### src/rtl/word_fifo.sv
// word_fifo: synchronous FIFO with a registered output word feeding the Word register stage.
// Optional build macro WORD_FIFO_OVERFLOW_EN adds sticky overflow/underflow flags.
module word_fifo #(
  parameter int unsigned     Width     = 8,
  parameter int unsigned     Depth     = 8,
  parameter int unsigned     AddrWidth = 3,
  parameter logic [Width-1:0] RST      = {Width{1'b0}}
) (
  input  logic                 clk,
  input  logic                 rst,
  input  logic                 we,
  input  logic [Width-1:0]     D,
  input  logic                 re,
  output logic [Width-1:0]     Q,
  output logic                 valid,
  output logic                 full,
  output logic                 empty,
  output logic [AddrWidth:0]   count
`ifdef WORD_FIFO_OVERFLOW_EN
  ,
  output logic                 overflow,
  output logic                 underflow
`endif
);

  localparam logic [AddrWidth:0] FullCount = (AddrWidth+1)'(Depth);

  logic [Width-1:0]     mem [Depth];
  logic [AddrWidth-1:0] wr_ptr;
  logic [AddrWidth-1:0] rd_ptr;
  logic                 do_push;
  logic                 do_pop;

  // Flags come only from the registered count, never from we/re.
  assign full  = (count == FullCount);
  assign empty = (count == '0);

  // A pop frees a slot in the same edge, so a full FIFO still accepts a push alongside a pop.
  assign do_pop  = re && !empty;
  assign do_push = we && (!full || do_pop);

  always_ff @(posedge clk) begin
    if (do_push) begin
      mem[wr_ptr] <= D;
    end
  end

  always_ff @(posedge clk or negedge rst) begin
    if (!rst) begin
      wr_ptr <= '0;
      rd_ptr <= '0;
      count  <= '0;
      Q      <= RST;
      valid  <= 1'b0;
    end else begin
      valid <= do_pop;
      if (do_push) begin
        wr_ptr <= wr_ptr + AddrWidth'(1);
      end
      if (do_pop) begin
        Q      <= mem[rd_ptr];
        rd_ptr <= rd_ptr + AddrWidth'(1);
      end
      if (do_push && !do_pop) begin
        count <= count + (AddrWidth+1)'(1);
      end else if (do_pop && !do_push) begin
        count <= count - (AddrWidth+1)'(1);
      end
    end
  end

`ifdef WORD_FIFO_OVERFLOW_EN
  // Sticky error flags, cleared only by reset.
  always_ff @(posedge clk or negedge rst) begin
    if (!rst) begin
      overflow  <= 1'b0;
      underflow <= 1'b0;
    end else begin
      if (we && full && !re) begin
        overflow <= 1'b1;
      end
      if (re && empty) begin
        underflow <= 1'b1;
      end
    end
  end
`endif

endmodule

### config.mk
export PLATFORM = sky130hd
export DESIGN_NAME = word_fifo
export DESIGN_NICKNAME = d
export VERILOG_FILES = /design/src/rtl/word_fifo.sv
export SDC_FILE = /design/constraint.sdc
export NUM_CORES = 1
export LEC_CHECK = 0
export ABC_AREA = 1
export BUFFER_PORTS_ARGS = -buffer_cell sky130_fd_sc_hd__buf_4
export CAP_MARGIN = 20
export CORE_AREA = 2 2 83 85
export CTS_CLUSTER_SIZE = 8
export DETAILED_ROUTE_END_ITERATION = 8
export DIE_AREA = 0 0 85 87
export PLACE_DENSITY = 0.78
export SYNTH_ARGS = -nofsm -noshare
export SYNTH_HDL_FRONTEND = slang
export SYNTH_SLANG_ARGS = --single-unit
### constraint.sdc
create_clock -name clk -period 2.9 [get_ports clk]
set_clock_uncertainty 0.05 [all_clocks]
set_input_delay 0 -clock clk [delete_from_list [all_inputs] [get_ports clk]]
set_output_delay 0 -clock clk [all_outputs]
set_load 0.02 [all_outputs]
# After elaboration in Yosys (flattened, before gate mapping)

Memory sizes are Yosys's and may differ from the RTL's. A register that Yosys moved wholly into a read port is not among the register bits.
Index checks and enable logic that the tools add are counted.

$lt $le $gt $ge: 0
$add $sub $neg: 4
Bitwise logic cells: 0
Equal/unequal tests: 1
Divide/modulo/power cells: 0
Muxes and demuxes: 4
Reductions and logical operators: 12
Multipliers: 0
Shift operators: 0

Operators by type and width:

| kind                                                               | count |
|---|---|
| 4-bit two-way mux                                                  | 2 |
| 3-bit by 1-bit adder with 3-bit output, second input constant      | 2 |
| 1-bit zero test                                                    | 5 |
| 4-bit by 1-bit adder with 4-bit output, second input constant      | 1 |
| 4-bit equality test, second input constant                         | 1 |
| 1-bit logical AND                                                  | 4 |
| 4-bit zero test                                                    | 1 |
| 4-bit by 1-bit subtractor with 4-bit output, second input constant | 1 |
| 1-bit two-way mux                                                  | 2 |
| 2-bit nonzero test                                                 | 1 |
| 1-bit logical OR                                                   | 1 |

Memory bits (writable): 64
Memory bits (read-only): 0
Bits in registers: 11
Latch bits: 0
Input port bits: 12
Memories: 1
Output and inout bits: 15

Memories:

| memory | words | bits a word | rd ports | clocked after memory_dff | wr ports | RTL line | RTL |
|---|---|---|---|---|---|---|---|
| mem    | 8     | 8           | 1        | 1                        | 1        | 28       | `logic [Width-1:0] mem [Depth];` |

# Depth between registers and ports, before layout

Gate-level depths: netlist of the first run.

Word-level depth: 9
Gate-level depth with buffers: 16
Depth with buffers taken out: 16

# Least setup slack after synthesis of the first run

Ideal clock, no wire load.

Path type: register -> register
Start: register count[0]
End: register count[3]
Path buffers: 0
Library setup time: 0.116 ns
Cell stages (with the launch flop): 15
Arrival: 2.300 ns
Path slack: 0.434 ns
Cells stage by stage: dfrtp_1 > nor2_2 > nand2_1 > nor2_2 > nand2_2 > nand2_4 > inv_1 > ha_1 > inv_1 > ha_1 > or2_2 > nand3_1 > nand2_1 > nand2_1 > nand2_1

Elaborated cells between the ends (all ways): 16
Classes of those cells: add/sub (2); eq/ne (1); mux (2); reduce/logical (11)

RTL lines:

| element                             | RTL line | RTL |
|---|---|---|
| start: declaration                  | 18       | `output logic [AddrWidth:0] count` |
| start signal: assignment            | 65       | `count <= count + (AddrWidth+1)'(1);` |
| start signal: assignment            | 67       | `count <= count - (AddrWidth+1)'(1);` |
| 4-bit equality test *               | 35       | `assign full = (count == FullCount);` |
| via full                            | 16       | `output logic full,` |
| 1-bit zero test *                   | 40       | `assign do_push = we && (!full \|\| do_pop);` |
| 1-bit logical OR *                  | 40       |  |
| 1-bit logical AND *                 | 40       |  |
| via do_push                         | 31       | `logic do_push;` |
| 1-bit zero test                     | 66       | `end else if (do_pop && !do_push) begin` |
| 1-bit logical AND                   | 66       |  |
| 2-bit nonzero test (no source line) | n/a      |  |

Mark *: on every way through the listed nets, which the timed path passes. The rest lies on a longest branch. The select of a mux whose other input is x is not followed.
A chain may end at the register's enable or synchronous reset.

# Worst setup path in the final report of the first run

Start: register count[0]
End: register count[3]

Word-level cells in the longest chain between the ends: 8
Elaborated cells between the ends (all ways): 16
Classes of those cells: add/sub (2); eq/ne (1); mux (2); reduce/logical (11)

Ends and longest elaborated chain:

| element                             | RTL line | RTL |
|---|---|---|
| 4-bit zero test                     | 36       | `assign empty = (count == '0);` |
| 1-bit zero test                     | 39       | `assign do_pop = re && !empty;` |
| 1-bit logical AND                   | 39       |  |
| 1-bit logical OR *                  | 40       |  |
| 1-bit logical AND *                 | 40       |  |
| via do_push                         | 31       |  |
| 1-bit zero test                     | 66       |  |
| 1-bit logical AND                   | 66       |  |
| 2-bit nonzero test (no source line) | n/a      |  |

Marked as above.

==> metrics.md, run 1 <==
| Metric | Value |
|---|---|
| Filler cells | `507` |
| Period utilization | `0.819` |
| Busiest grt layer | `met2` |
| GRT Total Usage | `0.217` |
| R2r startpoint | `count[0]` |
| Detailed Route WL | `7470 µm` |
| Crit path kind | `reg2reg` |
| Lkg Pwr | `1.98 nW` |
| Multi-input logic area | `about 960 µm²` |
| Area Growth Syn to Fin | `16.0%` |
| DRC Markers | `0` |
| Share of cells above drive strength 1 | `0.155` |
| Reg-to-Reg End | `count[3]` |
| Overall die width | `~85 µm` |
| Initial core utilization | `0.564` |
| Slew HR | `0.634` |
| Port bufs | `26` |
| # IOs | `27` |
| Final Util | `0.654` |
| Crit end category | `flip-flop` |
| Initial DRT Pass Iterations | `5` |
| Layout net count | `426` |
| Synth top area cells | `edfxtp_1 (52%), dfrtp_1 (13%), nand2_1 (12%)` |
| CTS Buffer Depth | `2` |
| Hold Path Class | `in2async` |
| Initial antenna violation count | `0` |
| TritonCTS clock tree | `built` |
| Arr. time, crit path | `2.62 ns` |
| Setup crit start kind | `flip-flop` |
| Fmax | `421 MHz` |
| DIE AREA | `around 0.0074 mm²` |
| Synthesized cell area | `0.00370 mm²` |
| Yosys warns | `0` |
| Vias per cell | `5.19` |
| M3 GR Usage | `0.0313` |
| Rows | `30` |
| Setup violators final | `0` |
| 1st-iter DRT viols | `around 290` |
| Clock root buffer | `clkbuf_8` |
| Leading area contributor after synthesis | `edfxtp_1` |
| Area of the core | `0.00657 mm²` |
| CTS Buf Count | `9` |
| Die Height | `87 µm` |
| Placer Congestion | `about 0.83` |
| Clock latency on the worst-skew pair | `0.35 ns` |
| Max VDD drop | `0.635 mV` |
| Final min period | `2.37 ns` |
| Antenna Nets Post-Route | `0` |
| Largest net degree at the start of global routing | `34` |
| Syn nets | `381` |
| Vias in the first global route | `~2.4k` |
| Syn Inst Count | `363` |
| First-pass GRT wire length | `11900 µm` |
| Worst EP required | `3.14 ns` |
| Max-cap viol count | `0` |
| Seq/Total Area, Yosys | `0.648` |
| Worst R2R Setup Slack | `0.53 ns` |
| Pins over their slew limit | `0` |
| H-tree Lvls | `3` |
| FF/Latch Area | `0.00240 mm²` |
| Clock-pin slew on the worst setup and hold paths | `0.08 ns` |
| Remaining Overflow, GRT | `0` |
| Met1 GRT Util | `0.291` |
| Clock sink count | `83` |
| TNS Setup | `0 ns` |
| RSZ-0062 raised after global routing | `false` |
| Crit path max fanout | `9` |
| Ant. Diodes | `0` |
| Synth top area share | `0.519` |
| Average routed wire per standard cell | `15.1 µm` |
| Fin worst setup slack | `around 0.53 ns` |
| Hold slack final | `0.00371 ns` |
| Seq cells post-synth | `83` |
| Synth unique cells | `23` |
| Status | `complete, no violations` |
| Vias | `about 2.6k` |
| DP HPWL | `4590 µm` |
| Place WS | `between 0.5 and 0.6 ns` |
| M2 GR Usage | `0.354` |
| PwrDens | `between 900 and 1000 mW/mm²` |
| Syn_area_per_cell | `slightly above 10 µm²` |
| Slew @ Worst Pin | `~0.55 ns` |
| Fin. Hold Viols | `0` |
| Post-CTS Setup Inserts | `0` |
| R2R cell count | `15` |
| Crit path from | `count[0]` |
## power by group
| part | switching (mW) | leakage (nW) | internal, mW | total (mW) |
|---|---|---|---|---|
| Sequential | 0.185 | 0.812 | 1.53 | 1.71 |
| Clock | 0.412 | 0.108 | 0.487 | 0.899 |
| Combinational | 0.984 | 1.06 | 0.569 | 1.55 |
| Total | 1.58 | 1.98 | 2.58 | 4.16 |
## metrics by stage
step | area, µm² | total power [mW] | cells
global route | 4290 | 4.42 | 493
global placement | 3970 | 3.20 | 466
floorplan | 3700 | 2.83 | 363
finish | 4290 | 4.16 | 493
CTS | 4290 | 4.16 | 493
detailed placement | 3970 | 3.25 | 466
## layer usage
metal | up-vias | wire length [µm]
met3 | 13 | 534
met5 | - | 0
met4 | 0 | 122
met1 | 1198 | 3130
li1 | 1244 | -
met2 | 106 | 3670
## worst max-delay path by stage
stage                          end  slack, ns  cells after the start
after global routing      count[3]       0.27                     15
after CTS                 count[3]       0.51                     15
after floorplan           count[3]       0.43                     14
final                     count[3]       0.53                     15
after detailed placement  count[3]       0.53                     14
after global placement    count[3]       0.59                     14
## synth_stat cells
| library cell | count |
|---|---|
| ha_1 | 5 |
| dfrtp_1 | 19 |
| nand2_1 | 119 |
| fa_1 | 1 |
| o21ai_2 | 2 |
| inv_4 | 1 |
| nand2_4 | 1 |
| inv_1 | 58 |
| o21ai_1 | 1 |
| xor2_1 | 1 |
| o21ai_0 | 1 |
| buf_4 | 4 |
| nand3_1 | 53 |
| nor2_2 | 2 |
| buf_2 | 4 |
| or2_2 | 2 |
| nor3_1 | 4 |
| xnor2_1 | 4 |
| nand2_2 | 3 |
| nor2_1 | 6 |
| inv_2 | 3 |
| buf_6 | 5 |
| edfxtp_1 | 64 |
## cell usage in the layout (no fill, tap or decap), drive strengths merged
master       netlist  routed
clkinv             0       4
fa                 1       1
xor2               1       1
clkbuf             0      10
nand2            123     123
buf               13      36
nor3               4       4
xnor2              4       4
edfxtp            64      64
nand3             53      53
inv               62      62
bufinv             0       2
dfrtp             19      19
dlygate4sd3        0      11
or2                2       2
nor2               8       8
o21ai              4       4
ha                 5       5
## worst max-delay path: stages, from the launching register on
cell and delay (ns):
dfrtp_1 0.45, nor2_2 0.16, nand2_1 0.07, nor2_2 0.12
nand2_2 0.09, nand2_4 0.12, inv_1 0.05, ha_1 0.20
inv_1 0.14, ha_1 0.27, or2_2 0.31, nand2_1 0.07
nand3_1 0.06, nand2_1 0.06, nand2_1 0.04, nand2_1 0.05
## cell type report
class,count,area share
repair buffers,47,0.0886
clock buffers,10,0.0297
multi-input cells,205,0.224
clock inverters,6,0.0210
flip-flops and latches,83,0.558
well taps,80,0.0233
inverters,62,0.0548
## kinds of logic (layout without fill, tap and decap cells)
group                      count (synthesis)  in the layout  synth area share
adders and majority gates                  6              6            0.0223
AOI/OAI and AO/OA                          4              4           0.00743
DFF                                       83             83             0.648
and+or+nand+nor                          190            190             0.219
buffers and inverters                     75            125            0.0923
xor gates and xnor gates                   5              5            0.0118
## sequential cells by signal (all words and copies together), names as in the netlist
register,cells
wr_ptr,3
Q,8
count,4
rd_ptr,3
mem,64
valid,1
## timing repair
action                     in CTS  in global routing
hold endpoints to repair       86                  0
resized for setup               0                  0
hold buffers                   11                  0
setup endpoints to repair       0                  0
(Power assumes the default switching activity.)
==> inputs of run 2 (changes only) <==
--- a/config.mk
+++ b/config.mk
@@ -8,11 +8,11 @@
 export ABC_AREA = 1
 export BUFFER_PORTS_ARGS = -buffer_cell sky130_fd_sc_hd__buf_4
 export CAP_MARGIN = 20
-export CORE_AREA = 2 2 83 85
+export CORE_AREA = 2 2 86 88
 export CTS_CLUSTER_SIZE = 8
 export DETAILED_ROUTE_END_ITERATION = 8
-export DIE_AREA = 0 0 85 87
-export PLACE_DENSITY = 0.78
+export DIE_AREA = 0 0 88 90
+export PLACE_DENSITY = 0.76
 export SYNTH_ARGS = -nofsm -noshare
 export SYNTH_HDL_FRONTEND = slang
 export SYNTH_SLANG_ARGS = --single-unit
==> constraint.sdc (replaced) <==
create_clock -name clk -period 2 [get_ports clk]
set_clock_uncertainty 0.05 [all_clocks]
set_input_delay 0 -clock clk [delete_from_list [all_inputs] [get_ports clk]]
set_output_delay 0 -clock clk [all_outputs]
set_load 0.02 [all_outputs]
==> run 2 against run 1 <==
Cell count increased by 5.5%. Register-to-register slack lost 0.51 ns. Design area up 2.9%. Clock power rose by 28%. Via count down 0.86%. Wire length fell by 2.6%. Combinational power up 61%. First-iteration DRC count decreased by 25%. Worst setup slack got worse by 0.51 ns. Largest power group is now combinational cells.
==> metrics.md, run 2 (same netlist as run 1, synthesis figures left out) <==
| Metric | Value |
|---|---|
| Status | `complete, no violations` |
| Worst EP required | `2.24 ns (-0.90 ns)` |
| Detailed Route WL | `7270 µm (-2.6%)` |
| Placer Congestion | `0.844 (+1.8%)` |
| Overall die width | `88 µm (+3.5%)` |
| Setup violators final | `0 (unchanged)` |
| Fmax | `503 MHz (+19%)` |
| Hold Path Class | `in2async` |
| Worst path max stage delay | `0.43 ns (-0.02 ns)` |
| Crit end category | `flip-flop` |
| Cell Chain, Critical Path | `nor2_4 > nand2_2 > nor2_4 > nand2_4 > nand2_4 > inv_2 > ha_4 > inv_4 > ha_4 > or2_4 > nand2_2 > nand3_2 > nand2_1 > nand2_1 > nand2_1` |
| Largest register FFs | `64 (unchanged)` |
| Average routed wire per standard cell | `14.0 µm (-7.6%)` |
| Comb power frac | `0.410 (+0.037)` |
| Internal power | `3.79 mW (+47%)` |
| Net Sw Frac | `0.377 (-0.00249)` |
| Bufs and invs on worst path | `2 (unchanged)` |
| Layout net count | `434 (+1.9%)` |
| CP max-delay cell | `dfrtp_2` |
| Clock sink count | `83 (unchanged)` |
| Clock power share | `0.190 (-0.026)` |
| Lkg Pwr | `2.01 nW (+2.0%)` |
| Remaining Overflow, GRT | `0 (unchanged)` |
| Slew @ Worst Pin | `0.871 ns (+0.324 ns)` |
| Leading registers by flop count | `mem (64), Q (8), count (4)` |
| Commonest cells after routing, fill and taps aside | `nand2_1 (117), edfxtp_1 (64), inv_1 (56)` |
| Commonest non-fill, non-tap cell in the layout | `nand2_1` |
| Final min period | `1.99 ns (-0.386 ns)` |
| Placed cells | `491 (+5.4%)` |
| Slew HR | `0.415 (-0.219)` |
| Vias | `2539 (-0.86%)` |
| Dpl cell area | `0.00408 mm² (+2.8%)` |
| Clock latency on the worst-skew pair | `0.35 ns (about the same)` |
| Total net switching power | `2.30 mW (+45%)` |
| Sequential Power Share | `0.400 (-0.011)` |
| Vias per cell | `4.88 (-6.0%)` |
| Clock-pin slew on the worst setup and hold paths | `0.08 ns (about the same)` |
| First-pass GRT wire length | `12100 µm (+1.9%)` |
| Largest net degree at the start of global routing | `34 (unchanged)` |
| Crit path from | `count[0]` |
| R2r startpoint | `count[0]` |
| Area Growth Syn to Fin | `19.4%` |
| CTS Buf Count | `9 (unchanged)` |
| Share of cells above drive strength 1 | `0.204 (+0.0493)` |
| Final Cell Area | `0.00442 mm² (+2.9%)` |
| Antenna Nets Post-Route | `0 (unchanged)` |
| RSZ-0062 raised after global routing | `true` |
| Most used cell, CP | `nand2_1` |
| Max VDD drop | `0.458 mV (-28%)` |
| DP HPWL | `4660 µm (+1.4%)` |
| Crit path max fanout | `4 (-5)` |
| DIE AREA | `0.00792 mm² (+7.1%)` |
| Area of the core | `0.00702 mm² (+6.9%)` |
| CTS Buffer Depth | `2 (unchanged)` |
| # IOs | `27 (unchanged)` |
| Largest register by flop count | `mem` |
| Critical path's top delay family | `simple AND/OR/NAND/NOR gates` |
| Clock root buffer | `clkbuf_8` |
| TritonCTS clock tree | `built` |
| GRT Total Usage | `0.207 (-0.00931)` |
| Vias in the first global route | `2447 (+1.8%)` |
| Fin. Hold Viols | `0 (unchanged)` |
| H-tree Lvls | `3 (unchanged)` |
| Die Height | `90 µm (+3.4%)` |
| Period utilization | `0.994 (+0.175)` |
| PwrDens | `1380 mW/mm² (+42%)` |
| Initial antenna violation count | `0 (unchanged)` |
| Max-cap viol count | `0 (unchanged)` |
| Pins over their slew limit | `0 (unchanged)` |
| Ant. Diodes | `0 (unchanged)` |
| Crit path kind | `reg2reg` |
| DRC Markers | `0 (unchanged)` |
| Rows | `31 (+3.3%)` |
| Setup crit start kind | `flip-flop` |
| Arr. time, crit path | `2.23 ns (-0.39 ns)` |
| Port bufs | `26 (unchanged)` |
| TNS Setup | `0 ns (unchanged)` |
| Initial core utilization | `0.527 (-0.0363)` |
| 1st-iter DRT viols | `220 (-25%)` |
| Layout Cells excl Fill | `520 (+5.5%)` |
| Initial DRT Pass Iterations | `4 (-1)` |
-- run 2: timing repair --
| item | 4_1_cts | 5_1_grt |
|---|---|---|
| setup endpoints to repair | 21 | 30 |
| endpoints found under the hold margin | 84 | 0 |
| setup buffers | 1 | 2 |
| gates resized for setup | 3 | 6 |
| hold buffers | 10 | 0 |
| pin swaps | 3 | 3 |
-- run 2: path summary, 6_finish.rpt --
kind                            end  slack (ns)  cells past startpoint
min                            Q[5]        0.02                      2
max in group asynchronous  count[0]        1.66                      2
min reg2reg                    Q[6]        0.43                      2
max reg2reg                count[3]        0.01                     15
min in group clk           count[0]        0.09                      4
max                        count[3]        0.01                     15
-- run 2: power by group through the flow --
| stage | Clock, mW | Combinational [mW] | Sequential [mW] |
|---|---|---|---|
| CTS | 1.17 | 2.47 | 2.44 |
| finish | 1.15 | 2.50 | 2.44 |
| detailed placement | 0 | 2.41 | 2.47 |
| global route | 1.24 | 2.82 | 2.47 |
| floorplan | 0 | 1.59 | 2.57 |
| global placement | 0 | 2.35 | 2.45 |
-- run 2: final cells by class --
type | instances | area [µm²]
inverter | 62 | 238
timing repair buffer | 55 | 438
tap | 99 | 124
multi-input combinational | 205 | 1030
fill | 557 | 2600
clock inverter | 3 | 40.0
clock buffer | 13 | 149
sequential | 83 | 2400
-- run 2: worst register-to-register path, stage by stage, from the launching register on --
cell and delay, ns:
dfrtp_2 0.43, nor2_4 0.12, nand2_2 0.07, nor2_4 0.14, nand2_4 0.07, nand2_4 0.08
inv_2 0.04, ha_4 0.16, inv_4 0.07, ha_4 0.20, or2_4 0.24, nand2_2 0.07
nand3_2 0.06, nand2_1 0.06, nand2_1 0.04, nand2_1 0.05
-- run 2: per-layer routing --
metal  up-vias  GRT usage  wire length [µm]
li1       1264          -                 -
met1      1188      0.287              2920
met2        75      0.308              3650
met3        12     0.0450               568
met4         0      0.103               140
met5         -          0                 0
-- run 2: per-stage QoR --
stage	worst slack [ns]	total power [mW]	utilization	hold WS, ns
2_1_floorplan	-0.150	4.17	-	-0.346
3_3_place_gp	0.0150	4.80	0.581	-0.164
3_5_place_dp	-0.0258	4.88	0.581	-0.162
4_1_cts	0.00275	6.08	0.624	0.00199
5_1_grt	-0.168	6.53	0.629	0.0549
6_report	0.0124	6.09	0.629	0.0240
==> inputs of run 3 (changes only) <==
--- a/config.mk
+++ b/config.mk
@@ -7,12 +7,12 @@
 export LEC_CHECK = 0
 export ABC_AREA = 1
 export BUFFER_PORTS_ARGS = -buffer_cell sky130_fd_sc_hd__buf_4
-export CAP_MARGIN = 20
+export CAP_MARGIN = 5
 export CORE_AREA = 2 2 86 88
 export CTS_CLUSTER_SIZE = 8
 export DETAILED_ROUTE_END_ITERATION = 8
 export DIE_AREA = 0 0 88 90
-export PLACE_DENSITY = 0.76
+export PLACE_DENSITY = 0.83
 export SYNTH_ARGS = -nofsm -noshare
 export SYNTH_HDL_FRONTEND = slang
 export SYNTH_SLANG_ARGS = --single-unit
==> run 3 against run 2 <==
Via count grew 1.4%. Global-route usage shrank 0.14 points. First-iteration DRC count grew 19%. Non-clock buffer count grew 1. Sequential share of layout area grew 0.17 points. Fmax is essentially flat. Wire length grew 1.2%. Sequential power is essentially flat. Worst setup slack gained 0.0016 ns. Largest cell class unchanged. Total power shrank 1.2%. Design area shrank 0.31%. Clock power shrank 8%.
==> metrics.md, run 3 (same netlist as run 1, synthesis figures left out) <==
| Metric | Value |
|---|---|
| Design Power | `6.02 mW (-1.2%)` |
| Clock root buffer | `clkbuf_8` |
| Commonest cells after routing, fill and taps aside | `nand2_1 (118), edfxtp_1 (64), inv_1 (56)` |
| Vias | `2574 (+1.4%)` |
| TritonCTS clock tree | `built` |
| Detailed Route WL | `7360 µm (+1.2%)` |
| Die Height | `90 µm (unchanged)` |
| Clock power share | `0.177 (-0.013)` |
| Fin. Hold Viols | `0 (unchanged)` |
| Placer Congestion | `0.838 (-0.70%)` |
| CTS Buffer Depth | `2 (unchanged)` |
| Remaining Overflow, GRT | `0 (unchanged)` |
| Rows | `31 (unchanged)` |
| 1st-iter DRT viols | `262 (+19%)` |
| R2r startpoint | `count[1]` |
| Setup crit start kind | `flip-flop` |
| Clock sink count | `83 (unchanged)` |
| Cell Chain, Critical Path | `nor2_4 > nand2_2 > nor2_4 > nand2_4 > nand2_4 > inv_2 > ha_4 > inv_6 > ha_1 > nand2_1 > nand2_1 > nand2_1 > nand3_1 > nand2_1 > nand2_1 > nand2_1` |
| Initial core utilization | `0.527 (unchanged)` |
| Final Util | `0.628 (-0.00196)` |
| Average routed wire per standard cell | `14.1 µm (+1.0%)` |
| Initial DRT Pass Iterations | `5 (+1)` |
| Clock latency on the worst-skew pair | `0.35 ns (about the same)` |
| Setup violators final | `0 (unchanged)` |
| Largest register FFs | `64 (unchanged)` |
| Status | `complete, no violations` |
| CP max-delay cell | `dfrtp_2` |
| Crit path from | `count[1]` |
| DRC Markers | `0 (unchanged)` |
| Max-cap viol count | `0 (unchanged)` |
| Share of cells above drive strength 1 | `0.197 (-0.00759)` |
| CTS Buf Count | `9 (unchanged)` |
| Largest register by flop count | `mem` |
| Net Sw Frac | `0.382 (+0.00504)` |
| H-tree Lvls | `3 (unchanged)` |
| Vias per cell | `4.94 (+1.2%)` |
| Total net switching power | `2.30 mW (+0.17%)` |
| Crit end category | `flip-flop` |
| Port bufs | `26 (unchanged)` |
| Vias in the first global route | `2499 (+2.1%)` |
| Slew HR | `0.544 (+0.129)` |
| DIE AREA | `0.00792 mm² (unchanged)` |
| Comb power frac | `0.424 (+0.014)` |
| Initial antenna violation count | `0 (unchanged)` |
| Largest net degree at the start of global routing | `34 (unchanged)` |
| Area of the core | `0.00702 mm² (unchanged)` |
| RSZ-0062 raised after global routing | `true` |
| Hold Path Class | `in2async` |
| Internal power | `3.72 mW (-2.0%)` |
| Worst setup path endpoint | `count[3]` |
| Arr. time, crit path | `2.22 ns (about the same)` |
| Sequential Power Share | `0.399 (about the same)` |
| PwrDens | `1370 mW/mm² (-0.84%)` |
| Clock-pin slew on the worst setup and hold paths | `0.08 ns (about the same)` |
| Fmax | `504 MHz (about the same)` |
| Most used cell, CP | `nand2_1` |
| Crit path max fanout | `4 (unchanged)` |
| Reg-to-Reg End | `count[3]` |
| Leading registers by flop count | `mem (64), Q (8), count (4)` |
| Worst EP required | `2.24 ns (about the same)` |
| # IOs | `27 (unchanged)` |
| Ant. Diodes | `0 (unchanged)` |
| Antenna Nets Post-Route | `0 (unchanged)` |
| First-pass GRT wire length | `12100 µm (+0.12%)` |
| Overall die width | `88 µm (unchanged)` |
| GRT Total Usage | `0.206 (-0.00140)` |
| Worst R2R Setup Slack | `0.01 ns (about the same)` |
| Pins over their slew limit | `0 (unchanged)` |
| Final min period | `1.99 ns (-0.00158 ns)` |
| Worst path max stage delay | `0.43 ns (about the same)` |
| Area Growth Syn to Fin | `19.0%` |
| Period utilization | `0.993 (about the same)` |
| R2R cell count | `16 (+1)` |
| Commonest non-fill, non-tap cell in the layout | `nand2_1` |
| Layout net count | `435 (+0.23%)` |
| Crit path kind | `reg2reg` |
| Max VDD drop | `0.486 mV (+6.1%)` |
| Lkg Pwr | `2.01 nW (-0.28%)` |
| DP HPWL | `4720 µm (+1.4%)` |
| Slew @ Worst Pin | `0.682 ns (-0.189 ns)` |
## run 3: timing repair
| action | in CTS | in global routing |
|---|---|---|
| hold buffers | 11 | 0 |
| setup endpoints to repair | 1 | 19 |
| hold endpoints to repair | 84 | 0 |
| gates resized for setup | 2 | 5 |
| pin swaps | 2 | 6 |
| buffers inserted | 0 | 2 |
## run 3: how the worst min path moves through the flow
stage          from         to  slack [ns]
3_5_place_dp    rst   count[2]       -0.16
3_3_place_gp    rst   count[2]       -0.17
2_1_floorplan   rst       Q[0]       -0.35
4_1_cts         rst  wr_ptr[1]       0.006
5_1_grt         rst  wr_ptr[0]        0.04
6_report        rst       Q[2]       0.005
## run 3: final cells by class
| class | count | area (µm²) |
|---|---|---|
| Tap cell | 99 | 124 |
| Multi-Input combinational cell | 205 | 1020 |
| Fill cell | 558 | 2620 |
| Clock inverter | 2 | 10.0 |
| Inverter | 62 | 240 |
| Timing Repair Buffer | 56 | 448 |
| Clock buffer | 14 | 163 |
| Sequential cell | 83 | 2400 |
## run 3: power groups by stage
stage	registers, mW	clock network (mW)	logic, mW
3_3_place_gp	2.41	0	2.38
2_1_floorplan	2.57	0	1.59
5_1_grt	2.43	1.17	2.86
4_1_cts	2.40	1.08	2.51
3_5_place_dp	2.43	0	2.45
6_report	2.41	1.06	2.55
## run 3: per-layer routing
layer | GRT usage | part of all wire | up-vias
li1 | - | - | 1263
met3 | 0.0459 | 0.072 | 19
met5 | 0 | 0 | -
met4 | 0.0846 | 0.026 | 0
met2 | 0.335 | 0.51 | 100
met1 | 0.263 | 0.39 | 1192
## run 3: stage by stage
stage	hold slack [ns]	instances	cell area [µm²]	setup WS, ns	TNS [ns]
6_report	0.00455	521	4410	0.0140	0
2_1_floorplan	-0.346	363	3740	-0.150	-0.190
4_1_cts	0.00600	519	4380	0.00880	0
3_3_place_gp	-0.166	492	4090	0.0454	0
5_1_grt	0.0405	521	4410	-0.129	-0.297
3_5_place_dp	-0.160	492	4090	-0.0214	-0.0214
## run 3: critical path: cells and delay by family, from the launching register on
family | cells | cell delay (ns)
fa+ha+maj | 2 | 0.39
buf+inv | 2 | 0.10
flops | 1 | 0.43
simple gates | 12 | 0.94
